**config.mk**
```make
export PLATFORM = sky130hd
export DESIGN_NAME = traffic_phase_controller
export DESIGN_NICKNAME = d
export VERILOG_FILES = /design/src/rtl/traffic_pkg.sv /design/src/rtl/second_prescaler.sv /design/src/rtl/traffic_phase_controller.sv
export SDC_FILE = /design/constraint.sdc
export NUM_CORES = 1
export LEC_CHECK = 0
export BUFFER_PORTS_ARGS = -buffer_cell sky130_fd_sc_hd__buf_2
export CAP_MARGIN = 5
export CORE_MARGIN = 4
export CORE_UTILIZATION = 55
export CTS_BUF_LIST = sky130_fd_sc_hd__clkbuf_16
export CTS_CLUSTER_SIZE = 24
export DETAILED_ROUTE_END_ITERATION = 8
export PLACE_DENSITY = 0.79
export SETUP_SLACK_MARGIN = 0.3
export SYNTH_ARGS = -nofsm -noshare
export SYNTH_HDL_FRONTEND = slang
export SYNTH_HIERARCHICAL = 1
export SYNTH_SLANG_ARGS = --single-unit
export TNS_END_PERCENT = 20
```
**constraint.sdc**
```tcl
create_clock -name clock50MHz -period 5.9 [get_ports clock50MHz]
set_clock_uncertainty 0.15 [all_clocks]
set_input_delay 1.77 -clock clock50MHz [delete_from_list [all_inputs] [get_ports clock50MHz]]
set_output_delay 1.77 -clock clock50MHz [all_outputs]
set_load 0.1 [all_outputs]
```
**src/rtl/traffic_pkg.sv**
```systemverilog
// Shared definitions for the traffic-light phase controller and its output/LCD stage:
// phase, lamp and phrase codes plus the duration-clamping and lamp-decoding helpers.
package traffic_pkg;

    typedef enum logic [1:0] {
        PG = 2'd0,
        PY = 2'd1,
        SG = 2'd2,
        SY = 2'd3
    } phase_t;

    localparam logic [2:0] LAMP_RED = 3'b100;
    localparam logic [2:0] LAMP_AMB = 3'b010;
    localparam logic [2:0] LAMP_GRN = 3'b001;
    localparam logic [1:0] PED_RED  = 2'b10;
    localparam logic [1:0] PED_GRN  = 2'b01;

    localparam logic [1:0] PHR_PRI = 2'd0;
    localparam logic [1:0] PHR_SEC = 2'd1;
    localparam logic [1:0] PHR_PED = 2'd2;
    localparam logic [1:0] PHR_ERR = 2'd3;

    typedef struct packed {
        logic       err;
        logic [6:0] val;
    } load_t;

    typedef struct packed {
        logic [2:0] pri;
        logic [2:0] sec;
        logic [1:0] ped_p;
        logic [1:0] ped_s;
    } lamps_t;

    // Out-of-range durations are forced into 1..max_t and flagged as a configuration error.
    function automatic load_t clamp_time(input logic [6:0] x, input logic [6:0] max_t);
        load_t r;
        if (x == 7'd0) begin
            r = '{err: 1'b1, val: 7'd1};
        end else if (x > max_t) begin
            r = '{err: 1'b1, val: max_t};
        end else begin
            r = '{err: 1'b0, val: x};
        end
        return r;
    endfunction

    function automatic lamps_t lamps_of(input phase_t ph);
        lamps_t r;
        case (ph)
            PG:      r = '{pri: LAMP_GRN, sec: LAMP_RED, ped_p: PED_RED, ped_s: PED_GRN};
            PY:      r = '{pri: LAMP_AMB, sec: LAMP_RED, ped_p: PED_RED, ped_s: PED_RED};
            SG:      r = '{pri: LAMP_RED, sec: LAMP_GRN, ped_p: PED_GRN, ped_s: PED_RED};
            SY:      r = '{pri: LAMP_RED, sec: LAMP_AMB, ped_p: PED_RED, ped_s: PED_RED};
            default: r = '{pri: LAMP_RED, sec: LAMP_RED, ped_p: PED_RED, ped_s: PED_RED};
        endcase
        return r;
    endfunction

    function automatic logic [1:0] phrase_of(input logic err, input logic pend, input phase_t ph);
        logic [1:0] r;
        if (err) begin
            r = PHR_ERR;
        end else if (pend) begin
            r = PHR_PED;
        end else if ((ph == PG) || (ph == PY)) begin
            r = PHR_PRI;
        end else begin
            r = PHR_SEC;
        end
        return r;
    endfunction

endpackage

```
**src/rtl/second_prescaler.sv**
```systemverilog
// Divides the system clock down to a one-cycle pulse per second.
module second_prescaler #(
    parameter int TICKS_PER_SEC = 50000000
) (
    input  logic clock50MHz,
    input  logic reset,
    output logic tick
);

    localparam int CW = (TICKS_PER_SEC > 1) ? $clog2(TICKS_PER_SEC) : 1;
    localparam logic [CW-1:0] LAST = CW'(TICKS_PER_SEC - 1);

    logic [CW-1:0] cnt_r;

    // Free-running 0..TICKS_PER_SEC-1 counter, cleared by reset.
    always_ff @(posedge clock50MHz) begin
        if (!reset) begin
            cnt_r <= '0;
        end else if (cnt_r == LAST) begin
            cnt_r <= '0;
        end else begin
            cnt_r <= cnt_r + CW'(1);
        end
    end

    assign tick = (cnt_r == LAST);

endmodule

```
**src/rtl/traffic_phase_controller.sv**
```systemverilog
// Four-phase crossing sequencer: countdown, pedestrian truncation and registered
// lamp / phrase codes for the output stage.
module traffic_phase_controller
    import traffic_pkg::*;
#(
    parameter int TICKS_PER_SEC = 50000000,
    parameter int MIN_GREEN     = 5,
    parameter int MAX_TIME      = 99
) (
    input  logic       clock50MHz,
    input  logic       reset,
    input  logic [6:0] Tpv,
    input  logic [6:0] Tsv,
    input  logic [6:0] Ta,
    input  logic       ped_req_p,
    input  logic       ped_req_s,
    output logic [1:0] StateFlag,
    output logic [1:0] PhraseSel,
    output logic [6:0] timeRemaining,
    output logic [2:0] Principal_Road,
    output logic [2:0] Secondary_Road,
    output logic [1:0] Principal_Pedestrian,
    output logic [1:0] Secondary_Pedestrian
);

    localparam logic [6:0] MIN_T = 7'(MIN_GREEN);
    localparam logic [6:0] MAX_T = 7'(MAX_TIME);

    logic       tick_s;
    phase_t     state_r, state_s;
    logic [6:0] time_r, time_s;
    logic       pend_p_r, pend_p_s, pend_s_r, pend_s_s;
    logic       cfg_err_r, cfg_err_s;
    logic [1:0] phrase_r, phrase_s;
    lamps_t     lamps_r, lamps_s;
    load_t      pv_s, sv_s, a_s, ld_s;
    logic       req_p_s, req_s_s, trunc_s;

    second_prescaler #(
        .TICKS_PER_SEC(TICKS_PER_SEC)
    ) u_prescaler (
        .clock50MHz(clock50MHz),
        .reset     (reset),
        .tick      (tick_s)
    );

    // Next-phase, countdown, request and output-code computation.
    always_comb begin
        pv_s      = clamp_time(Tpv, MAX_T);
        sv_s      = clamp_time(Tsv, MAX_T);
        a_s       = clamp_time(Ta, MAX_T);
        state_s   = state_r;
        time_s    = time_r;
        cfg_err_s = cfg_err_r;
        ld_s      = pv_s;
        // A request raised this cycle already counts as pending for truncation.
        req_p_s   = pend_p_r | ped_req_p;
        req_s_s   = pend_s_r | ped_req_s;
        trunc_s   = (time_r > MIN_T) &&
                    (((state_r == PG) && req_p_s) || ((state_r == SG) && req_s_s));
        if (trunc_s) begin
            time_s = MIN_T;
        end else if (tick_s) begin
            if (time_r > 7'd1) begin
                time_s = time_r - 7'd1;
            end else begin
                case (state_r)
                    PG:      begin state_s = PY; ld_s = a_s;  end
                    PY:      begin state_s = SG; ld_s = sv_s; end
                    SG:      begin state_s = SY; ld_s = a_s;  end
                    SY:      begin state_s = PG; ld_s = pv_s; end
                    default: begin state_s = PG; ld_s = pv_s; end
                endcase
                time_s    = ld_s.val;
                cfg_err_s = ld_s.err;
            end
        end else begin
            time_s = time_r;
        end
        pend_p_s = ped_req_p | (pend_p_r & ~((state_s == SG) && (state_r != SG)));
        pend_s_s = ped_req_s | (pend_s_r & ~((state_s == PG) && (state_r != PG)));
        phrase_s = phrase_of(cfg_err_s, pend_p_s | pend_s_s, state_s);
        lamps_s  = lamps_of(state_s);
    end

    // State and registered outputs; reset overrides any tick or request on the same edge.
    always_ff @(posedge clock50MHz) begin
        if (!reset) begin
            state_r   <= PG;
            time_r    <= pv_s.val;
            pend_p_r  <= 1'b0;
            pend_s_r  <= 1'b0;
            cfg_err_r <= 1'b0;
            phrase_r  <= PHR_PRI;
            lamps_r   <= lamps_of(PG);
        end else begin
            state_r   <= state_s;
            time_r    <= time_s;
            pend_p_r  <= pend_p_s;
            pend_s_r  <= pend_s_s;
            cfg_err_r <= cfg_err_s;
            phrase_r  <= phrase_s;
            lamps_r   <= lamps_s;
        end
    end

    assign StateFlag            = state_r;
    assign PhraseSel            = phrase_r;
    assign timeRemaining        = time_r;
    assign Principal_Road       = lamps_r.pri;
    assign Secondary_Road       = lamps_r.sec;
    assign Principal_Pedestrian = lamps_r.ped_p;
    assign Secondary_Pedestrian = lamps_r.ped_s;

endmodule

```
==> run summary <==
Die height: 77.4 um
Most frequent cell after synthesis: dfxtp_1
Syn Nets: 338
Clock Latency Late Sink: 0.28 ns
R2R depth: 9
Nets: 379
CP Launch Type: input port
Slew @ Worst Pin: 1.05 ns
ANT nets after route: 0
Largest cells by area after synthesis: dfxtp_1 31%, edfxtp_1 7.9%, nor2_1 3.8%
Pins Over Slew Limit: 0
Peak VDD IR: 0.200 mV
Gate power share: 19.5%
Post-CTS Setup Inserts: 0
Endpoints failing setup: 0
Wire per inst: 14.6 um
Final WS setup: 2.69 ns
YS warnings: 6
Final TNS setup: 0 ns
Via density: 6.06
Die ar.: 6000 um2
EDFF count, synth: 7
Kind of end point of the critical path: flop
Internal power: 0.541 mW
RSZ-0062 raised after global routing: no
Mapped cell area: 2650 um2
CTS tree: yes
Vias in the first global route: 2,188
Crit path cell chain: buf_2 > nor3_1 > nor4b_1 > a21oi_1 > o31ai_1 > and2_1
R2r startpoint: u_prescaler/cnt_r[0]$_SDFF_PP0_
Status: completed
Min cycle time layout: 3.21 ns
Hold Crit Class: flop to flop
# hold bufs at CTS: 0
Reg clk slew, reported paths: 0.06 ns
DP HPWL: 4.39 mm
Largest net degree at the start of global routing: 25
CP Max Fanout: 3
Gr ovfl total: 0
DP Cell Count: 391
Sequential share of power: 46.4%
Total CTS buffers: 5
CP max stage cell: nor4b_1
Largest stage delay on the critical path: 0.41 ns
Detailed Route WL: 5.83 mm
Setup Crit Path Kind: input port to flop
Flop2flop setup slack: 3.15 ns
Leak: 1.17 nW
Crit. path cell count: 6
Sw power: 0.242 mW
Resize count post-CTS: 0
Dpl ws: 2.49 ns
Area growth syn-to-layout: 13.8%
GP Congestion: 0.884
Finished Layout Cells: 399
Critical path required time: 5.97 ns
Sequential element share of the synthesized area: 38.9%
Starting Density: 58.9%
Largest area contributor in the netlist: dfxtp_1
Part of the cycle the worst path needs: 54.4%
Number of max-cap violations: 0
Sw Ratio: 30.9%
Max Buffers Root-to-Sink: 2
Top cells by count, synth: 41 x dfxtp_1, 27 x nor2_1, 20 x nand2_1, 18 x a21oi_1, 17 x inv_1
# DRC: 0
First-pass GRT wire length: 9.81 mm
Ys flop type: dfxtp_1
Power density over cell area: 259 nW/um2
CTS root buf: clkbuf_16
Clock Power Share: 34.1%
H-tree levels: 2
Final hold violation count: 0
Post-synth ARST share: 0%
Via count: 2,419
CTS sink count: 48
First-pass DRT Iterations: 4
Synthesized area per cell: 8.69 um2
Count of cell types in the netlist: 62
Crit path max-delay family: simple AND/OR/NAND/NOR gates
Fmax: 0.312 GHz
Iter 0 DRT Violations: 168
#FFs+latches synth: 48
Core Box Area: 4500 um2
Critical path capture point: cfg_err_r$_SDFF_PN0_
Syn Inst Count: 305
Layout cells sized above 1: 20.7%
WP data arrival: 3.28 ns
IO Port Bufs: 45
Synth top area share: 31.0%
Reg2reg end: PhraseSel[1]$_SDFF_PN0_
# IOs: 46
Crit. Startpoint: Tsv[2]
Max transition margin: 29.2%
Initial antenna violation count: 0
Global-route usage over all layers: 19.5%
Diode count: 0
DIE WIDTH: 77.4 um
CP bufs+invs: 1
Row count: 24
[state kept, by name, indices dropped and copies added, names as in the netlist]
| signal | cells |
|---|---|
| u_prescaler/cnt_r | 26 |
| Principal_Pedestrian | 1 |
| Secondary_Road | 3 |
| PhraseSel | 2 |
| Secondary_Pedestrian | 1 |
| pend_p_r | 1 |
| pend_s_r | 1 |
| StateFlag | 2 |
| timeRemaining | 7 |
| Principal_Road | 3 |
| cfg_err_r | 1 |
[power groups by stage]
stage	registers, mW	clock network, mW	logic (mW)
2_1_floorplan	0.431	0	0.0548
4_1_cts	0.363	0.273	0.152
6_report	0.363	0.267	0.152
3_5_place_dp	0.371	0	0.152
3_3_place_gp	0.370	0	0.151
5_1_grt	0.366	0.290	0.164
[tightest hold or removal path, cell delays in order, from the launching register on]
cell	delay, ns
dfxtp_1	0.33
o31ai_1	0.07
a21oi_1	0.05
[per-stage QoR]
stage | instance area [um2] | power [mW] | utilization [%] | hold WS, ns
finish | 3020 | 0.783 | 67.0 | 0.343
global route | 3020 | 0.820 | 67.0 | 0.371
CTS | 3020 | 0.789 | 67.0 | 0.344
detailed placement | 2880 | 0.522 | 63.9 | 0.334
global placement | 2880 | 0.521 | 63.9 | 0.324
floorplan | 2650 | 0.486 | - | 0.297
[area by class of cell]
cell class | count | area, um2
fillers | 377 | 1490
multi-input cells | 227 | 1480
flip-flops and latches | 48 | 1030
repair buffers | 46 | 233
clock buffers | 5 | 125
inverters | 18 | 67.6
well taps | 52 | 65.1
clock inverters | 3 | 13.8
[layer usage]
layer  GRT usage [%]  wire length (um)
met1            28.2              2820
met2            30.4              2670
met3            3.59               306
met4            3.91                27
met5               0                 0
[logic make-up after synthesis]
kind of cell	Yosys count	synth area share [%]
XOR/XNOR	16	5.29
adder cells (fa/ha/maj)	8	3.78
multiplexers	2	0.802
flip-flops	48	38.9
buffers and inverters	30	5.24
AO/OA/AOI/OAI	80	19.8
AND/OR/NAND/NOR	121	26.2
[worst min-delay path by stage]
stage	start	to	slack (ns)	cells after the start
after detailed placement	u_prescaler/cnt_r[22]$_SDFF_PP0_	u_prescaler/cnt_r[22]$_SDFF_PP0_	0.33	2
after global routing	u_prescaler/cnt_r[23]$_SDFF_PP0_	u_prescaler/cnt_r[23]$_SDFF_PP0_	0.37	2
final	u_prescaler/cnt_r[22]$_SDFF_PP0_	u_prescaler/cnt_r[22]$_SDFF_PP0_	0.34	2
after floorplan	u_prescaler/cnt_r[25]$_SDFF_PP0_	u_prescaler/cnt_r[25]$_SDFF_PP0_	0.30	2
after global placement	u_prescaler/cnt_r[22]$_SDFF_PP0_	u_prescaler/cnt_r[22]$_SDFF_PP0_	0.32	2
after CTS	u_prescaler/cnt_r[22]$_SDFF_PP0_	u_prescaler/cnt_r[22]$_SDFF_PP0_	0.34	2
[placed cells by master (no fill, tap or decap), drive strengths merged, types with 2 or more instances in the layout]
master	netlist	layout
nor4bb	2	2
or4	9	9
nor4	6	6
o21ai	21	21
a21oi	18	18
nand3	15	15
nor3	7	7
dfxtp	41	41
a32oi	3	3
o31a	2	2
buf	5	46
nand2	20	20
a22oi	2	2
ha	8	8
o211ai	4	4
edfxtp	7	7
xnor2	10	10
or3	9	9
nand4	6	6
clkbuf	7	5
a21o	2	2
inv	18	20
and2	7	7
and3	3	3
o22ai	3	3
xor2	6	6
a31oi	2	2
o311a	2	2
a221oi	2	2
or2	4	4
nor2	27	27
and4	2	2
a211oi	3	3
o31ai	9	9
Power figures use the tool's default switching activity.
